==> src/rtl/instr_packer_if.sv <==
// instr_packer_if: field-set input stream plus instruction-memory write port of the packer.
interface instr_packer_if #(
    parameter int DATA_WIDTH = 32,
    parameter int ADDR_WIDTH = 8
);
    logic                  in_valid;
    logic                  in_ready;
    logic [1:0]            fmt;
    logic [5:0]            opcode;
    logic [4:0]            wsel;
    logic [4:0]            rsel1;
    logic [4:0]            rsel2;
    logic [15:0]           imm;
    logic [25:0]           jimm;
    logic                  last;
    logic                  mem_we;
    logic [ADDR_WIDTH-1:0] mem_addr;
    logic [DATA_WIDTH-1:0] mem_wdata;
    logic                  mem_ready;
    modport master (
        output in_valid, fmt, opcode, wsel, rsel1, rsel2, imm, jimm, last, mem_ready,
        input  in_ready, mem_we, mem_addr, mem_wdata
    );
    modport slave (
        input  in_valid, fmt, opcode, wsel, rsel1, rsel2, imm, jimm, last, mem_ready,
        output in_ready, mem_we, mem_addr, mem_wdata
    );
endinterface

==> src/rtl/instr_packer.sv <==
// instr_packer: encodes R/I/J field sets into 32-bit words and writes them to consecutive memory addresses.
// Defining INSTR_PACKER_CHECKSUM_EN adds a running XOR checksum output of all completed writes.
module instr_packer #(
    parameter int DATA_WIDTH = 32,
    parameter int ADDR_WIDTH = 8,
    parameter int FIFO_DEPTH = 4,
    parameter int BASE_ADDR  = 0
) (
    input  logic                  clk,
    input  logic                  rst,
    input  logic                  start,
    instr_packer_if.slave         bus,
    output logic                  busy,
    output logic                  done,
    output logic                  err,
`ifdef INSTR_PACKER_CHECKSUM_EN
    output logic [DATA_WIDTH-1:0] checksum,
`endif
    output logic [ADDR_WIDTH:0]   count
);
    localparam int PW = $clog2(FIFO_DEPTH);
    typedef enum logic [1:0] {IDLE, LOAD, FLUSH, DONE} state_t;
    state_t state;
    logic [DATA_WIDTH-1:0] fifo [FIFO_DEPTH];
    logic [PW:0] wp, rp;
    logic [ADDR_WIDTH-1:0] addr;
    logic [DATA_WIDTH-1:0] word;
    logic empty, full, hs, push, pop, flush_done;
    assign empty = wp == rp;
    assign full = (wp ^ rp) == (PW+1)'(FIFO_DEPTH);
    assign bus.in_ready = state == LOAD && !full;
    assign hs = bus.in_valid && bus.in_ready;
    assign push = hs && bus.fmt != 2'd3;
    assign pop = !empty && bus.mem_ready;
    // FIFO drains this edge: either already empty or its only word is being written now
    assign flush_done = (wp - rp) == (PW+1)'(pop);
    assign bus.mem_we = !empty;
    assign bus.mem_addr = addr;
    assign bus.mem_wdata = empty ? '0 : fifo[rp[PW-1:0]];
    assign word = bus.fmt == 2'd0 ? {bus.opcode, bus.wsel, bus.rsel1, bus.rsel2, bus.imm[10:0]} :
                  bus.fmt == 2'd1 ? {bus.opcode, bus.wsel, bus.rsel1, bus.imm} :
                                    {bus.opcode, bus.jimm};
    always_ff @(posedge clk)
        if (push) fifo[wp[PW-1:0]] <= word;
    always_ff @(posedge clk) begin
        if (rst) begin
            state <= IDLE;
            wp <= '0;
            rp <= '0;
            addr <= ADDR_WIDTH'(BASE_ADDR);
            count <= '0;
            err <= 1'b0;
            busy <= 1'b0;
            done <= 1'b0;
`ifdef INSTR_PACKER_CHECKSUM_EN
            checksum <= '0;
`endif
        end else begin
            if (push) wp <= wp + 1'b1;
            if (pop) begin
                rp <= rp + 1'b1;
                addr <= addr + 1'b1;
                count <= count + 1'b1;
                if (&addr) err <= 1'b1;
`ifdef INSTR_PACKER_CHECKSUM_EN
                checksum <= checksum ^ bus.mem_wdata;
`endif
            end
            if (hs && bus.fmt == 2'd3) err <= 1'b1;
            case (state)
                IDLE: if (start) begin
                    state <= LOAD;
                    busy <= 1'b1;
                    addr <= ADDR_WIDTH'(BASE_ADDR);
                    count <= '0;
                    err <= 1'b0;
`ifdef INSTR_PACKER_CHECKSUM_EN
                    checksum <= '0;
`endif
                end
                LOAD: if (hs && bus.last) state <= FLUSH;
                FLUSH: if (flush_done) begin
                    state <= DONE;
                    busy <= 1'b0;
                    done <= 1'b1;
                end
                default: begin
                    state <= IDLE;
                    done <= 1'b0;
                end
            endcase
        end
    end
endmodule

==> src/flat_wrapper.sv <==
// flat-port wrapper written by rule: the top's interface ports become plain ports
module instr_packer_flat 
#(
    parameter int DATA_WIDTH = 32,
    parameter int ADDR_WIDTH = 8,
    parameter int FIFO_DEPTH = 4,
    parameter int BASE_ADDR  = 0
)
  (clk, rst, start, busy, done, err, count, bus_in_valid, bus_fmt, bus_opcode, bus_wsel, bus_rsel1, bus_rsel2, bus_imm, bus_jimm, bus_last, bus_mem_ready, bus_in_ready, bus_mem_we, bus_mem_addr, bus_mem_wdata);
  instr_packer_if #(.DATA_WIDTH(DATA_WIDTH), .ADDR_WIDTH(ADDR_WIDTH)) bus_i ();
  input  logic clk;
  input  logic rst;
  input  logic start;
  output logic busy;
  output logic done;
  output logic err;
  output logic [ADDR_WIDTH:0] count;
  input wire logic [$bits(bus_i.in_valid)-1:0] bus_in_valid;
  input wire logic [$bits(bus_i.fmt)-1:0] bus_fmt;
  input wire logic [$bits(bus_i.opcode)-1:0] bus_opcode;
  input wire logic [$bits(bus_i.wsel)-1:0] bus_wsel;
  input wire logic [$bits(bus_i.rsel1)-1:0] bus_rsel1;
  input wire logic [$bits(bus_i.rsel2)-1:0] bus_rsel2;
  input wire logic [$bits(bus_i.imm)-1:0] bus_imm;
  input wire logic [$bits(bus_i.jimm)-1:0] bus_jimm;
  input wire logic [$bits(bus_i.last)-1:0] bus_last;
  input wire logic [$bits(bus_i.mem_ready)-1:0] bus_mem_ready;
  output wire logic [$bits(bus_i.in_ready)-1:0] bus_in_ready;
  output wire logic [$bits(bus_i.mem_we)-1:0] bus_mem_we;
  output wire logic [$bits(bus_i.mem_addr)-1:0] bus_mem_addr;
  output wire logic [$bits(bus_i.mem_wdata)-1:0] bus_mem_wdata;
  assign bus_i.in_valid = bus_in_valid;
  assign bus_i.fmt = bus_fmt;
  assign bus_i.opcode = bus_opcode;
  assign bus_i.wsel = bus_wsel;
  assign bus_i.rsel1 = bus_rsel1;
  assign bus_i.rsel2 = bus_rsel2;
  assign bus_i.imm = bus_imm;
  assign bus_i.jimm = bus_jimm;
  assign bus_i.last = bus_last;
  assign bus_i.mem_ready = bus_mem_ready;
  assign bus_in_ready = bus_i.in_ready;
  assign bus_mem_we = bus_i.mem_we;
  assign bus_mem_addr = bus_i.mem_addr;
  assign bus_mem_wdata = bus_i.mem_wdata;
  instr_packer #(.DATA_WIDTH(DATA_WIDTH), .ADDR_WIDTH(ADDR_WIDTH), .FIFO_DEPTH(FIFO_DEPTH), .BASE_ADDR(BASE_ADDR)) u_core (.clk(clk), .rst(rst), .start(start), .bus(bus_i), .busy(busy), .done(done), .err(err), .count(count));
endmodule
==> config.mk <==
export PLATFORM = sky130hd
export DESIGN_NAME = instr_packer_flat
export DESIGN_NICKNAME = d
export VERILOG_FILES = /design/src/rtl/instr_packer_if.sv /design/src/rtl/instr_packer.sv /design/src/flat_wrapper.sv
export SDC_FILE = /design/constraint.sdc
export NUM_CORES = 1
export LEC_CHECK = 0
export CAP_MARGIN = 20
export CORE_ASPECT_RATIO = 1.1
export CORE_MARGIN = 8
export CORE_UTILIZATION = 56
export DETAILED_ROUTE_END_ITERATION = 10
export PLACE_DENSITY = 0.89
export SLEW_MARGIN = 20
export SYNTH_ARGS = -nofsm -noshare
export SYNTH_HDL_FRONTEND = slang
export SYNTH_SLANG_ARGS = --single-unit
==> constraint.sdc <==
create_clock -name clk -period 4 [get_ports clk]
set_input_delay 0.6 -clock clk [delete_from_list [all_inputs] [get_ports clk]]
set_output_delay 0.6 -clock clk [all_outputs]
set_load 0.02 [all_outputs]
==> results.tsv, run 1 <==
metric	value	unit
Area after DPL	0.00824	sq mm
Hold Violations, Final	0	
vias in the first global route	4564	
fin util	73.5	%
CTS tree	done	
Slew Viols, Final	0	
Global Route Usage Sum	19.3	%
die area	0.0160	sq mm
Post-synth EDFFs	128	
crit path time final	3.42	ns
Final nets	639	
RePlAce Congestion	0.805	
PwrDens	531	mW/mm^2
GRT Residual Overflow	0	
status	finished, final reports clean	
global-route wire length before repair	23700	microns
Initial Utilization	56.9	%
Vias	4168	
Worst Path Class, Setup	reg -> out	
width of the die	121	microns
final instance area	0.00881	sq mm
Cells after Synth	424	
core area	0.0120	sq mm
crit path DAT	2.82	ns
Max H-tree Level	4	
max-cap violation count	0	
Routed Antenna Nets	0	
clock sink total	158	
most common cell after layout, fill and taps aside	edfxtp_1	
# IOs	125	
Met1 Wirelength	5630	microns
class of the worst hold path	reg -> reg	
met3 WL post-DR	812	microns
Remaining DRCs	0	
row cnt	42	
synthesized area	0.00682	sq mm
most frequent cells in the layout	128 x edfxtp_1, 124 x clkdlybuf4s50_1, 34 x nor2b_1, 32 x mux4_2, 28 x dfxtp_1	
share of layout cells above drive strength 1	17.5	%
Area Overhead vs Synth	29.1	%
peak fanout along the critical path	20	
final worst-path cycle share	85.6	%
CTS Buffer Depth	2	
worst clock skew	0.00711	ns
1st-pass router iterations	4	
post-synthesis sequential area ratio	65.2	%
DR top layer	met4	
maximum VDD drop	345	uV
Syn Area/Cell	16.1	sq um
chip height	132	microns
Total Wirelength	15200	microns
CTS-repair resized insts	0	
Post-synth ARST share	0	%
TritonCTS buffer count	17	
initial antenna violation count	0	
vias per cell	5.78	
setup TNS	0	ns
count of cell types in the netlist	42	
Pleak	2.96	nW
n_diodes	0	
Setup Fix Bufs, Post-CTS	0	
drt wl/cell	21.0	microns
yosys warns	0	
DR iter-0 viols	265	
Syn Nets	509	
largest net degree at the start of global routing	33	
synthesis-stage register bit count	158	
Clock transition at path regs	0.06	ns
post-DP HPWL	9870	microns
nature of the critical path startpoint	flip-flop	
clk_lat worst skew	0.41	ns
unrepaired setup endpoints after global routing	no	
fmax	292	MHz
worst rel slew slack	41.1	%
Root Driver	clkbuf_16	
Main synth FF type	edfxtp_1	
final setup vio count	0	
count of non-filler cells in the finished layout	721	
Setup crit end kind	output pin	
worst path required time	3.40	ns
hold_buf cts	0	
number of fill cells	738	
WL met2	8310	microns
IO Port Bufs	124	
Least-Margin Pin Slew	0.883	ns
Placed Cells	689	
==> critical path: stages, from the launching register on <==
cell             delay, ns
dfxtp_1               0.37
inv_1                 0.11
ha_1                  0.41
nand2_1               0.14
nor2_4                0.45
buf_4                 0.30
nor2b_1               0.07
clkdlybuf4s50_1       0.54
==> flip-flops by register name, summed over array words and instances, names as in the netlist, named ones only <==
name and count:
u_core.busy 1, u_core.done 1, u_core.wp 3, u_core.bus.mem_addr 8
u_core.err 1, u_core.fifo 128, u_core.rp 3, u_core.count 9
u_core.state 2
==> cells by family after synthesis <==
group,count (synthesis),share of synthesized area [%]
and+or+nand+nor,100,7.72
DFF,158,65.2
muxes,62,15.4
xor gates and xnor gates,20,2.68
buffers and inverters,30,1.76
AOI/OAI and AO/OA,40,4.64
adders and majority gates,14,2.68
==> report_power, final <==
| group | internal [mW] | switching, mW |
|---|---|---|
| sequential | 1.88 | 0.0660 |
| combinational | 0.583 | 0.641 |
| clock | 0.908 | 0.605 |
| total | 3.37 | 1.31 |
==> layout make-up <==
type                       count  area [sq um]  area share [%]
clock buffer                  24           517            5.87
clock inverter                 8          51.3           0.583
inverter                      10          37.5           0.426
multi-input combinational    236          2270            25.7
sequential                   158          4450            50.5
tap                          154           193            2.19
timing repair buffer         131          1290            14.7
==> path summary, 6_finish.rpt <==
path,startpoint,endpoint,slack [ns],depth (start not counted)
worst min register to register,u_core.count[7],u_core.count[7],0.49,2
worst max register to register,u_core.wp[0],u_core.fifo[2][24],1.20,7
worst max-delay path,u_core.wp[0],bus_mem_wdata[14],0.58,7
worst min-delay path,u_core.count[7],u_core.count[7],0.49,2
==> per-stage QoR <==
step | hold slack, ns | worst slack [ns] | total power [mW]
6_report | 0.487 | 0.578 | 4.68
5_1_grt | 0.548 | 0.436 | 4.87
4_1_cts | 0.494 | 0.570 | 4.71
3_5_place_dp | 0.486 | 1.02 | 3.20
3_3_place_gp | 0.472 | 1.10 | 3.15
2_1_floorplan | 0.513 | 1.38 | 2.69
==> Yosys cell counts (8+ instances only) <==
master     number  area (sq um)
edfxtp_1      128          3840
nor2b_1        34           213
mux4_2         32           721
dfxtp_1        30           601
nor2_1         25          93.8
mux2_2         21           236
clkbuf_1       16          60.1
nand2_1        16          60.1
ha_1           13           163
xor2_1         13           114
inv_1          10          37.5
mux2i_1         9          90.1
o2111ai_1       8          70.1
==> routing by layer <==
layer / vias up / track usage [%]
li1: 1898 / -
met1: 2096 / 20.8
met2: 142 / 34.6
met3: 32 / 5.06
met4: 0 / 8.10
met5: - / 0
No activity file was read; power rests on OpenSTA's default activity.
==> run 2: changes to the inputs <==
Settings changed: CORE_UTILIZATION 56 to 52, PLACE_DENSITY 0.89 to 0.83, SLEW_MARGIN 20 to unset.
Clock period 4 ns to 3.9 ns, I/O delays scaled along.
==> results.tsv, run 2 (synthesized netlist as in run 1, its figures left out) <==
metric	value	unit
hold_buf cts	0	
most frequent cells in the layout	128 x edfxtp_1, 123 x clkdlybuf4s50_1, 34 x nor2b_1, 32 x mux4_2, 28 x dfxtp_1	
core area	0.0130	sq mm
CTS tree	done	
Gate power share	25.6	%
Seq pwr share	41.0	%
maximum VDD drop	310	uV
post-DP HPWL	9500	microns
CTS Buffer Depth	2	
max-cap violation count	0	
Final nets	637	
max reg flops	128	
crit path time final	3.54	ns
Vias	4082	
Buf/Inv on CP	3	
CP peak stage delay	0.58	ns
Slew Viols, Final	0	
n_diodes	0	
share of layout cells above drive strength 1	17.7	%
most common cell after layout, fill and taps aside	edfxtp_1	
switch share	28.3	%
1st-pass router iterations	4	
TritonCTS buffer count	17	
unrepaired setup endpoints after global routing	no	
NetSw	1.37	mW
Area Overhead vs Synth	29.4	%
IO Port Bufs	124	
peak fanout along the critical path	33	
DR iter-0 viols	269	
crit-path cells	inv_1 -> ha_1 -> nand2_1 -> nor2_4 -> buf_4 -> nor2b_1 -> clkdlybuf4s50_1	
Clock transition at path regs	0.06	ns
Hold Path Stages	2	
Pleak	2.93	nW
FF-to-FF End	u_core.fifo[2][4]	
Worst R2R Start	u_core.wp[0]	
clock share of power	33.4	%
status	finished, final reports clean	
Least-Margin Pin Slew	0.886	ns
CP max-delay cell	clkdlybuf4s50_1	
PwrDens	549	mW/mm^2
initial antenna violation count	0	
Final WS setup	0.358	ns
row cnt	44	
class of the worst hold path	reg -> reg	
path depth of the worst reg2reg path	6	
Worst Hold End	u_core.count[8]	
clk_lat worst skew	0.41	ns
final worst-path cycle share	90.8	%
Max H-tree Level	4	
nature of the critical path startpoint	flip-flop	
CTS-repair resized insts	0	
Crit path max-delay family	buffers and inverters	
worst clock skew	0.00794	ns
width of the die	125	microns
worst rel slew slack	40.9	%
crit path DAT	2.96	ns
Initial Utilization	52.5	%
drt wl/cell	19.9	microns
Root Driver	clkbuf_16	
Global Route Usage Sum	17.8	%
Routed Antenna Nets	0	
die area	0.0170	sq mm
vias per cell	5.62	
Hold Violations, Final	0	
count of non-filler cells in the finished layout	726	
fmax	282	MHz
worst path required time	3.31	ns
Setup crit end kind	output pin	
Worst Path Class, Setup	reg -> out	
# IOs	125	
global-route wire length before repair	23300	microns
RePlAce Congestion	0.793	
clock sink total	158	
chip height	136	microns
GRT Residual Overflow	0	
setup TNS	0	ns
Setup Fix Bufs, Post-CTS	0	
final setup vio count	0	
pre-CTS worst setup slack	0.800	ns
Int Pwr	3.47	mW
vias in the first global route	4476	
FF-to-FF setup slack	0.98	ns
fin util	67.9	%
largest net degree at the start of global routing	34	
Remaining DRCs	0	
hold_sp	u_core.count[8]	
Placed Cells	694	
Total Wirelength	14400	microns
[run 2: cell types whose count changed in the layout (fill, tap and decap cells not counted), moves of 2 or more]
cell / delta
clkbuf_16: -3
clkinvlp_4: +4
clkbuf_1: -3
inv_4: -3
bufinv_16: +2
buf_4: -3
clkinv_1: +2
inv_6: +3
clkinv_2: -2
[run 2: worst max path at each step]
stage	start	to	cells after the start
5_1_grt	u_core.wp[0]	bus_mem_wdata[15]	7
4_1_cts	u_core.wp[0]	bus_mem_wdata[13]	7
3_3_place_gp	u_core.rp[1]	bus_mem_wdata[15]	7
6_report	u_core.wp[0]	bus_mem_wdata[15]	7
3_5_place_dp	u_core.wp[0]	bus_mem_wdata[15]	7
2_1_floorplan	u_core.wp[0]	u_core.fifo[0][0]	6
[run 2: tightest hold or removal path: cells and delay by family (launching register included)]
kind                      cells  cell delay [ns]
and+or+nand+nor               1             0.07
xor gates and xnor gates      1             0.07
DFF                           1             0.34
[run 2: per-stage QoR]
stage                     power [mW]  area [sq um]  hold slack, ns
after floorplan                 2.76          6820           0.513
after global placement          3.22          8240           0.491
after detailed placement        3.27          8240           0.507
after CTS                       4.89          8830           0.519
after global routing            5.05          8830           0.566
final                           4.84          8830           0.522
[run 2: layout make-up]
type / instances / area, sq um
clock buffer: 17 / 425
clock inverter: 15 / 163
fill: 892 / 4170
inverter: 10 / 37.5
multi-input combinational: 236 / 2270
sequential: 158 / 4450
tap: 161 / 201
timing repair buffer: 129 / 1290
[run 2: power by group through the flow]
stage,Clock [mW],Sequential [mW],Combinational [mW]
floorplan,0,2.00,0.760
global placement,0,2.02,1.20
detailed placement,0,2.02,1.24
CTS,1.65,1.99,1.25
global route,1.72,2.00,1.33
finish,1.62,1.99,1.24
[run 2: routing by layer]
layer | vias to the layer above | wire, microns | global-route usage, %
met5 | - | 0 | 0
met4 | 0 | 133 | 6.36
met3 | 11 | 1010 | 5.45
met2 | 137 | 7370 | 31.6
met1 | 2037 | 5910 | 19.9
li1 | 1897 | - | -
